$ cat config.mk
export PLATFORM = sky130hd
export DESIGN_NAME = axis_slave_fifo
export DESIGN_NICKNAME = d
export VERILOG_FILES = /design/src/rtl/axis_slave_fifo.sv
export SDC_FILE = /design/constraint.sdc
export NUM_CORES = 1
export LEC_CHECK = 0
export BUFFER_PORTS_ARGS = -buffer_cell sky130_fd_sc_hd__buf_4
export CAP_MARGIN = 0
export CORE_UTILIZATION = 30
export CTS_CLUSTER_SIZE = 40
export DETAILED_ROUTE_END_ITERATION = 8
export GPL_TIMING_DRIVEN = 0
export MAX_ROUTING_LAYER = met4
export PLACE_DENSITY_LB_ADDON = 0.25
export SYNTH_ARGS = -nofsm -noshare
export SYNTH_HDL_FRONTEND = slang
export SYNTH_SLANG_ARGS = --single-unit
$ cat constraint.sdc
create_clock -name S_AXIS_ACLK -period 5.45 [get_ports S_AXIS_ACLK]
set_input_delay 0.2725 -clock S_AXIS_ACLK [delete_from_list [all_inputs] [get_ports S_AXIS_ACLK]]
set_output_delay 0.2725 -clock S_AXIS_ACLK [all_outputs]
set_load 0.1 [all_outputs]
$ cat src/rtl/axis_slave_fifo.sv
// AXI4-Stream slave that buffers one frame at a time in a FIFO, which the MLP then reads out word by word.
// Optional macro AXIS_SLAVE_TSTRB_MASK_EN zeroes each byte whose TSTRB bit is clear before the beat is stored.
module axis_slave_fifo #(
    parameter int C_S_AXIS_TDATA_WIDTH = 32,
    parameter int FIFO_DEPTH           = 16
) (
    input  logic                              S_AXIS_ACLK,
    input  logic                              S_AXIS_ARESETN,
    input  logic [C_S_AXIS_TDATA_WIDTH-1:0]   S_AXIS_TDATA,
    input  logic [C_S_AXIS_TDATA_WIDTH/8-1:0] S_AXIS_TSTRB,
    input  logic                              S_AXIS_TLAST,
    input  logic                              S_AXIS_TVALID,
    output logic                              S_AXIS_TREADY,
    input  logic                              pi_read_from_fifo,
    output logic [C_S_AXIS_TDATA_WIDTH-1:0]   po_mlp_data,
    output logic                              po_mlp_data_valid,
    output logic                              po_mlp_last,
    output logic                              po_fifo_empty,
    output logic                              po_rd_fifo_done
);

    localparam int W  = C_S_AXIS_TDATA_WIDTH;
    localparam int AW = $clog2(FIFO_DEPTH);
    localparam int CW = AW + 1;

    typedef enum logic [1:0] {
        S_IDLE,
        S_RECV,
        S_DRAIN
    } state_t;

    state_t          state, state_next;
    logic [AW-1:0]   wr_ptr, rd_ptr;
    logic [CW-1:0]   count, count_next;
    logic            wr_en, rd_en, full;
    logic            tready_next, done_next;
    logic [W-1:0]    wr_data;
    logic [W:0]      rd_word;
    logic [W:0]      mem [FIFO_DEPTH];

    assign full    = (count == CW'(FIFO_DEPTH));
    // The full guard is redundant with a registered TREADY, but keeps a
    // simultaneous read from ever letting a write land on an occupied slot.
    assign wr_en   = S_AXIS_TVALID && S_AXIS_TREADY && !full;
    assign rd_en   = pi_read_from_fifo && (count != '0);
    assign rd_word = mem[rd_ptr];

`ifdef AXIS_SLAVE_TSTRB_MASK_EN
    always_comb begin
        wr_data = S_AXIS_TDATA;
        for (int b = 0; b < W/8; b++) begin
            if (!S_AXIS_TSTRB[b]) wr_data[8*b +: 8] = 8'h00;
        end
    end
`else
    logic unused_tstrb;
    assign unused_tstrb = ^S_AXIS_TSTRB;
    assign wr_data      = S_AXIS_TDATA;
`endif

    // NOTE: storage has no reset; the pointers and count define which entries are valid.
    always_ff @(posedge S_AXIS_ACLK) begin
        if (wr_en) mem[wr_ptr] <= {S_AXIS_TLAST, wr_data};
    end

    // NOTE: every output of this block gets a default first, so no path can infer a latch.
    always_comb begin
        state_next = state;
        done_next  = 1'b0;
        count_next = count + CW'(wr_en) - CW'(rd_en);
        case (state)
            S_IDLE: begin
                if (wr_en) state_next = S_AXIS_TLAST ? S_DRAIN : S_RECV;
            end
            S_RECV: begin
                if (wr_en && S_AXIS_TLAST) state_next = S_DRAIN;
            end
            S_DRAIN: begin
                if (rd_en && rd_word[W]) begin
                    state_next = S_IDLE;
                    done_next  = 1'b1;
                end
            end
            default: state_next = S_IDLE;
        endcase
        tready_next = (state_next != S_DRAIN) && (count_next < CW'(FIFO_DEPTH));
    end

    // NOTE: sequential state uses non-blocking assignments so every register samples pre-edge values.
    always_ff @(posedge S_AXIS_ACLK or negedge S_AXIS_ARESETN) begin
        if (!S_AXIS_ARESETN) begin
            state             <= S_IDLE;
            wr_ptr            <= '0;
            rd_ptr            <= '0;
            count             <= '0;
            S_AXIS_TREADY     <= 1'b0;
            po_mlp_data       <= '0;
            po_mlp_data_valid <= 1'b0;
            po_mlp_last       <= 1'b0;
            po_fifo_empty     <= 1'b1;
            po_rd_fifo_done   <= 1'b0;
        end else begin
            state             <= state_next;
            count             <= count_next;
            S_AXIS_TREADY     <= tready_next;
            po_mlp_data_valid <= rd_en;
            po_fifo_empty     <= (count_next == '0);
            po_rd_fifo_done   <= done_next;
            if (wr_en) wr_ptr <= wr_ptr + AW'(1);
            if (rd_en) begin
                rd_ptr      <= rd_ptr + AW'(1);
                po_mlp_data <= rd_word[W-1:0];
                po_mlp_last <= rd_word[W];
            end
        end
    end

endmodule

==> summary.md, run 1 <==
| Metric | Value |
|---|---|
| CP max stage delay | `0.50 ns` |
| Share of Yosys cell area claimed by the top area cell type | `71.6%` |
| Post-route cell area | `26700 um^2` |
| Routed length per instance | `25.1 um` |
| Placed Instance Area | `24400 um^2` |
| Pwr dens | `534 nW/um^2` |
| CP max FO | `10` |
| Worst rel slew slack | `18.0%` |
| Final wirelength | `55.0 mm` |
| Avg Cell Area, Syn | `22.6 um^2` |
| CTS tree | `done` |
| CTS root buffer | `clkbuf_16` |
| Num rows | `99` |
| Post-synth top area cell | `edfxtp_1` |
| Count of pins over their slew limit | `0` |
| Final Hold Fails | `0` |
| Setup Skew | `0.0316 ns` |
| Post-CTS resize count | `0` |
| Area delta synth->final | `20.4%` |
| Number of global-route vias before repair | `11100` |
| First-pass DRT Iterations | `5` |
| Most common cell after layout, fill and taps aside | `edfxtp_1` |
| Min Tclk post-route | `3.54 ns` |
| Initial DRC Count | `826` |
| Number of antenna violations at the first check in global routing | `2` |
| Worst path cell trace | `inv_1 > ha_1 > or4b_4 > nand2_1 > inv_2 > nand2b_1 > nand2_1 > ha_1 > fa_1 > a21oi_1 > o21bai_1 > xnor2_1 > and3b_1` |
| Hold-critical path depth | `1` |
| Sequential-to-total area share from yosys stat | `77.4%` |
| Finish-stage setup viols | `0` |
| Worst-margin pin slew | `1.23 ns` |
| VDD IR-drop max | `0.000288 V` |
| Filler cell count | `6675` |
| Area of the multi-input gates | `4690 um^2` |
| Pleak | `8.91 nW` |
| CTS max path bufs | `3` |
| R2r setup slk | `1.91 ns` |
| Dominant cells by area after synthesis | `edfxtp_1 (72%), mux4_2 (13%), dfrtp_1 (5.8%), mux2i_1 (3.3%), a2bb2oi_1 (1.3%)` |
| Post-route DRC | `0` |
| Most frequent cells in the layout | `edfxtp_1 (528), mux4_2 (130), buf_4 (80)` |
| Reg2reg path depth | `13` |
| Last weighted congestion value of the routability-driven placer | `0.741` |
| DP Wirelength | `34.0 mm` |
| Routed vias | `10600` |
| Core Util, Final | `36.6%` |
| FF+latch area | `17200 um^2` |
| CP max stage cell | `or4b_4` |
| Fmax | `283 MHz` |
| Global-route wire length before repair | `79.3 mm` |
| DRT antenna net count | `0` |
| Worst Setup Start Kind | `register` |
| Die area | `74900 um^2` |
| Tcrit/Tclk final | `64.9%` |
| Worst R2R Start | `count[2]` |
| Post-Route Setup TNS | `0 ns` |
| Worst EP required | `5.94 ns` |
| Die width | `274 um` |
| Die height | `274 um` |
| Initial Utilization | `30.4%` |
| Syn Std Cell Area | `22200 um^2` |
| Hold path startpoint | `S_AXIS_TLAST` |
| Remaining Overflow, GRT | `0` |
| Vias/cell | `4.82` |
| Distinct cell type count after synthesis | `43` |
| Critical path class | `reg2reg` |
| Max Cap Viol | `0` |
| Clock sinks | `580` |
| Synthesized flop and latch total | `580` |
| Placeable Area | `73000 um^2` |
| CTS Buf Count | `60` |
| RSZ-0062 raised after global routing | `no` |
| Pin count of the biggest net entering global routing | `53` |
| Fin nets | `1232` |
| Delay-heaviest family, CP | `simple AND/OR/NAND/NOR gates` |
| Mapped Cells | `979` |
| Later-pin clock latency in the skew report | `0.63 ns` |
| Htree depth | `2` |
| Layout cell share with drive strength beyond 1 | `30.1%` |
| Worst Path Buf+Inv | `2` |
| Worst Path Arrival | `4.02 ns` |
| Reg2Reg Capture Point | `S_AXIS_TREADY` |
| Synthesized net count | `1031` |
| CTS clk-pin slew, worst paths | `0.06 ns` |
| Worst hold endpoint | `mem[7][32]` |
| Outcome | `finished, final reports clean` |
| Number of buffers added on ports | `73` |
| Ys Warns | `0` |
| Crit end category | `register` |
| Ports | `78` |
| GRT Overall Usage | `15.3%` |
| Hold Crit Class | `in2reg` |
## metrics by stage
step / hold slack, ns / std cells / worst slack, ns / power [mW]
after floorplan: -0.0231 / 979 / 0.865 / 8.95
after global placement: 0.432 / 2011 / -2.37 / 10.3
after detailed placement: 0.437 / 2044 / 1.93 / 10.4
after CTS: 0.00948 / 2189 / 1.89 / 14.4
after global routing: 0.0207 / 2191 / 1.65 / 14.8
final: 0.0288 / 2191 / 1.91 / 14.2
## power breakdown
| group | total [mW] | switching (mW) | internal (mW) | leakage, nW |
|---|---|---|---|---|
| sequential | 5.48 | 0.205 | 5.27 | 5.39 |
| clock | 3.99 | 1.67 | 2.32 | 0.934 |
| combinational | 4.76 | 2.93 | 1.84 | 2.59 |
| total | 14.2 | 4.80 | 9.44 | 8.91 |
## registers in the layout, summed over array words and instances (netlist names)
register,count
S_AXIS_TREADY,1
mem,528
count,5
rd_ptr,4
wr_ptr,4
po_fifo_empty,1
po_rd_fifo_done,1
state,2
po_mlp_last,1
po_mlp_data_valid,1
po_mlp_data,32
## area by class of cell
cell class / instances / share of cell area (%)
diodes: 2 / 0.0188
well taps: 959 / 4.50
repair buffers: 139 / 5.12
plain buffers: 52 / 1.22
clock inverters: 25 / 0.849
multi-input cells: 341 / 17.6
inverters: 6 / 0.0844
clock buffers: 87 / 6.32
flip-flops and latches: 580 / 64.3
## worst max path at each step
stage / start / to / slack [ns] / cells past startpoint
finish: count[2] / S_AXIS_TREADY / 1.91 / 13
global route: count[3] / S_AXIS_TREADY / 1.65 / 13
CTS: count[3] / S_AXIS_TREADY / 1.89 / 13
detailed placement: count[3] / S_AXIS_TREADY / 1.93 / 13
global placement: count[3] / mem[7][3] / -2.37 / 6
floorplan: S_AXIS_TREADY / mem[7][0] / 0.87 / 5
## per-layer routing
metal  vias to the layer above  wire length, um  part of all wire [%]  GRT usage, %
met3                        72             2450                   4.5          2.11
met2                       258            27200                    49          24.8
met5                         -                0                     0             -
met4                         0              945                   1.7          3.87
met1                      5714            24400                    44          20.3
li1                       4518                -                     -             -
## Yosys cell counts
master and n:
nand3_1 1, nand2b_1 1, and3_1 7, and2_1 1, buf_12 1, o22ai_1 1
a31oi_1 1, ha_1 10, buf_2 22, nor2_1 3, o21bai_1 1, a21oi_1 2
nand3b_1 2, dfrtp_1 51, clkbuf_1 13, inv_2 1, edfxtp_1 528, a2bb2oi_1 32
fa_1 1, inv_1 5, o21ai_0 1, and3b_1 1, or3_1 1, mux2i_1 72
buf_1 4, o21ai_1 32, and4_1 4, nor3_1 2, mux4_2 130, xnor2_1 7
o221ai_1 1, nor2b_1 2, buf_4 4, buf_6 5, dfstp_2 1, a211oi_1 1
or4b_4 1, nand2_1 12, a21o_1 2, nand4_1 2, xor2_1 3, nor3b_1 4
buf_8 3
## cell families after synthesis
| family | synth area share (%) |
|---|---|
| DFF | 77.4 |
| muxes | 16.5 |
| AOI/OAI and AO/OA | 2.29 |
| buffers and inverters | 1.57 |
| and+or+nand+nor | 1.18 |
| adders and majority gates | 0.655 |
| xor gates and xnor gates | 0.395 |
## repair_timing
item | CTS | global route
hold buffers | 33 | 0
setup endpoints to repair | 0 | 0
hold endpoints to repair | 563 | 0
buffers inserted | 0 | 0
Power figures use the tool's default switching activity.
==> run 2, diff against run 1 <==
==> constraint.sdc (replaced) <==
create_clock -name S_AXIS_ACLK -period 3.2 [get_ports S_AXIS_ACLK]
set_input_delay 0.16 -clock S_AXIS_ACLK [delete_from_list [all_inputs] [get_ports S_AXIS_ACLK]]
set_output_delay 0.16 -clock S_AXIS_ACLK [all_outputs]
set_load 0.1 [all_outputs]
==> run 2 against run 1 <==
Against the previous run: final cell count rose by 0.14%; highest routed layer unchanged; critical endpoint unchanged; clock skew fell by 0.021 ns; die area did not move; sequential share of layout area fell by 0.40 points; clock-buffer cell count rose by 1.
==> summary.md, run 2 (synthesized netlist as in run 1, its figures left out) <==
| Metric | Value |
|---|---|
| Placed Instance Area | `24400 um^2 (about the same)` |
| Worst path cell trace | `inv_1 > ha_1 > or4b_4 > nand2_8 > inv_2 > nand2b_1 > nand2_1 > ha_1 > fa_1 > a21oi_1 > o21bai_1 > xnor2_2 > and3b_1` |
| Layout cell share with drive strength beyond 1 | `30.2% (+0.14 points)` |
| CTS root buffer | `clkbuf_16` |
| Worst EP required | `3.70 ns (-2.24 ns)` |
| Final wirelength | `55.4 mm (+0.71%)` |
| RSZ-0062 raised after global routing | `yes` |
| Ports | `78 (unchanged)` |
| Clock sinks | `580 (unchanged)` |
| Die height | `274 um (unchanged)` |
| Routed length per instance | `25.2 um (+0.57%)` |
| First-pass DRT Iterations | `5 (unchanged)` |
| Number of global-route vias before repair | `11400 (+2.8%)` |
| Post-route DRC | `0 (unchanged)` |
| Area delta synth->final | `21.1%` |
| Placeable Area | `73000 um^2 (unchanged)` |
| Most frequent cells in the layout | `edfxtp_1 (528), mux4_2 (130), buf_4 (83)` |
| Tot Pwr | `24.1 mW (+70%)` |
| Die width | `274 um (unchanged)` |
| Worst Path Buf+Inv | `2 (unchanged)` |
| Worst-margin pin slew | `1.26 ns (+0.0300 ns)` |
| Post-route cell area | `26800 um^2 (+0.62%)` |
| Met2 wire length | `28.9 mm (+6.6%)` |
| Number of antenna violations at the first check in global routing | `4 (+2)` |
| Worst Setup Start Kind | `register` |
| Top reg by flops | `mem` |
| Tcrit/Tclk final | `94.4% (+29 points)` |
| CP max stage cell | `or4b_4` |
| Pin count of the biggest net entering global routing | `53 (unchanged)` |
| Initial DRC Count | `920 (+11%)` |
| WL met1 | `23.2 mm (-4.9%)` |
| Crit end category | `register` |
| Max reg flops | `528 (unchanged)` |
| Setup Skew | `0.0106 ns (-0.0210 ns)` |
| Die area | `74900 um^2 (unchanged)` |
| Min Tclk post-route | `3.02 ns (-0.518 ns)` |
| Regs by FF count | `mem (528), po_mlp_data (32), count (5)` |
| Worst Path Arrival | `3.52 ns (-0.50 ns)` |
| Hold Crit Class | `in2async` |
| Final Hold Fails | `0 (unchanged)` |
| Fin nets | `1234 (+0.16%)` |
| Worst R2R Start | `count[3]` |
| Routed vias | `10600 (+0.22%)` |
| Htree depth | `2 (unchanged)` |
| Reg2Reg Capture Point | `S_AXIS_TREADY` |
| Remaining Overflow, GRT | `0 (unchanged)` |
| Delay-heaviest family, CP | `simple AND/OR/NAND/NOR gates` |
| CTS max path bufs | `3 (unchanged)` |
| CP max stage delay | `0.52 ns (+0.02 ns)` |
| Worst rel slew slack | `16.0% (-2.0 points)` |
| VDD IR-drop max | `0.000374 V (+30%)` |
| Number of buffers added on ports | `73 (unchanged)` |
| Finish-stage setup viols | `0 (unchanged)` |
| Last weighted congestion value of the routability-driven placer | `0.701 (-5.4%)` |
| Max Cap Viol | `0 (unchanged)` |
| DP Wirelength | `33.7 mm (-0.78%)` |
| Global-route wire length before repair | `80.1 mm (+0.98%)` |
| CTS clk-pin slew, worst paths | `0.06 ns (about the same)` |
| Vias/cell | `4.82 (about the same)` |
| Cell mode on critical path | `ha_1` |
| Top Metal Used | `met4` |
| Later-pin clock latency in the skew report | `0.62 ns (about the same)` |
| Most common cell after layout, fill and taps aside | `edfxtp_1` |
| Num rows | `99 (unchanged)` |
| CTS Buf Count | `59 (-1.7%)` |
| Met3 WL | `2.15 mm (-12%)` |
| CTS tree | `done` |
| Initial Utilization | `30.4% (unchanged)` |
| Fmax | `331 MHz (+17%)` |
| GRT Overall Usage | `15.6% (+0.24 points)` |
| R2r setup slk | `0.18 ns (-1.73 ns)` |
| Reg2reg path depth | `13 (unchanged)` |
| Crit. Startpoint | `count[3]` |
| Critical path class | `reg2reg` |
| DRT antenna net count | `0 (unchanged)` |
| Outcome | `finished, final reports clean` |
| Count of pins over their slew limit | `0 (unchanged)` |
| Pleak | `8.96 nW (+0.55%)` |
| CP max FO | `5 (-5)` |
| Pwr dens | `899 nW/um^2 (+69%)` |
## run 2: cell count changes in the layout (fill, tap and decap cells not counted), moves of 4 or more
cell      delta
nor3b_2      -4
buf_8        +5
buf_6       -17
nor3b_4      +4
clkbuf_8     +4
buf_16       +6
## run 2: power breakdown
group          total, mW  internal, mW  switching [mW]
clock network       6.58          3.78            2.80
registers           9.33          8.98           0.345
logic               8.23          3.20            5.03
## run 2: worst register-to-register path: stages, from the launching register on
cell and delay [ns]:
dfrtp_1 0.39, inv_1 0.08, ha_1 0.17, or4b_4 0.52, nand2_8 0.11, inv_2 0.08, nand2b_1 0.15, nand2_1 0.07
ha_1 0.21, fa_1 0.44, a21oi_1 0.15, o21bai_1 0.11, xnor2_2 0.21, and3b_1 0.21
## run 2: cell type report
class	instances	area, um^2
Antenna cell	4	10.0
Buffer	52	325
Clock buffer	88	1690
Clock inverter	22	164
Fill cell	6648	46100
Inverter	6	22.5
Multi-Input combinational cell	341	4750
Sequential cell	580	17200
Tap cell	959	1200
Timing Repair Buffer	142	1530
## run 2: metal layers
metal	GRT usage, %	vias up
met5	-	-
met4	4.41	0
met3	2.06	71
met2	26.7	245
met1	19.2	5753
li1	-	4516
## run 2: worst max path at each step
stage,endpoint,depth (start not counted)
2_1_floorplan,mem[4][0],5
3_3_place_gp,mem[3][7],6
3_5_place_dp,S_AXIS_TREADY,13
4_1_cts,S_AXIS_TREADY,13
5_1_grt,S_AXIS_TREADY,13
6_report,S_AXIS_TREADY,13
## run 2: timing repair
action	CTS	global route
buffers inserted	0	11
hold buffers	36	0
gates resized for setup	3	2
pin swaps	1	4
endpoints found under the setup margin	3	63
hold endpoints to repair	586	0
## run 2: metrics by stage
stage	util [%]	setup WS, ns	setup TNS (ns)	hold WS, ns	std cells
final	36.8	0.180	0	0.249	2194
after detailed placement	33.5	-0.525	-1.23	0.372	2033
after global placement	32.8	-2.05	-539.71	0.360	2011
after floorplan	-	-0.240	-37.82	-0.136	979
after CTS	36.6	0.00123	0	0.248	2179
after global routing	36.8	-0.0297	-0.0297	0.298	2194
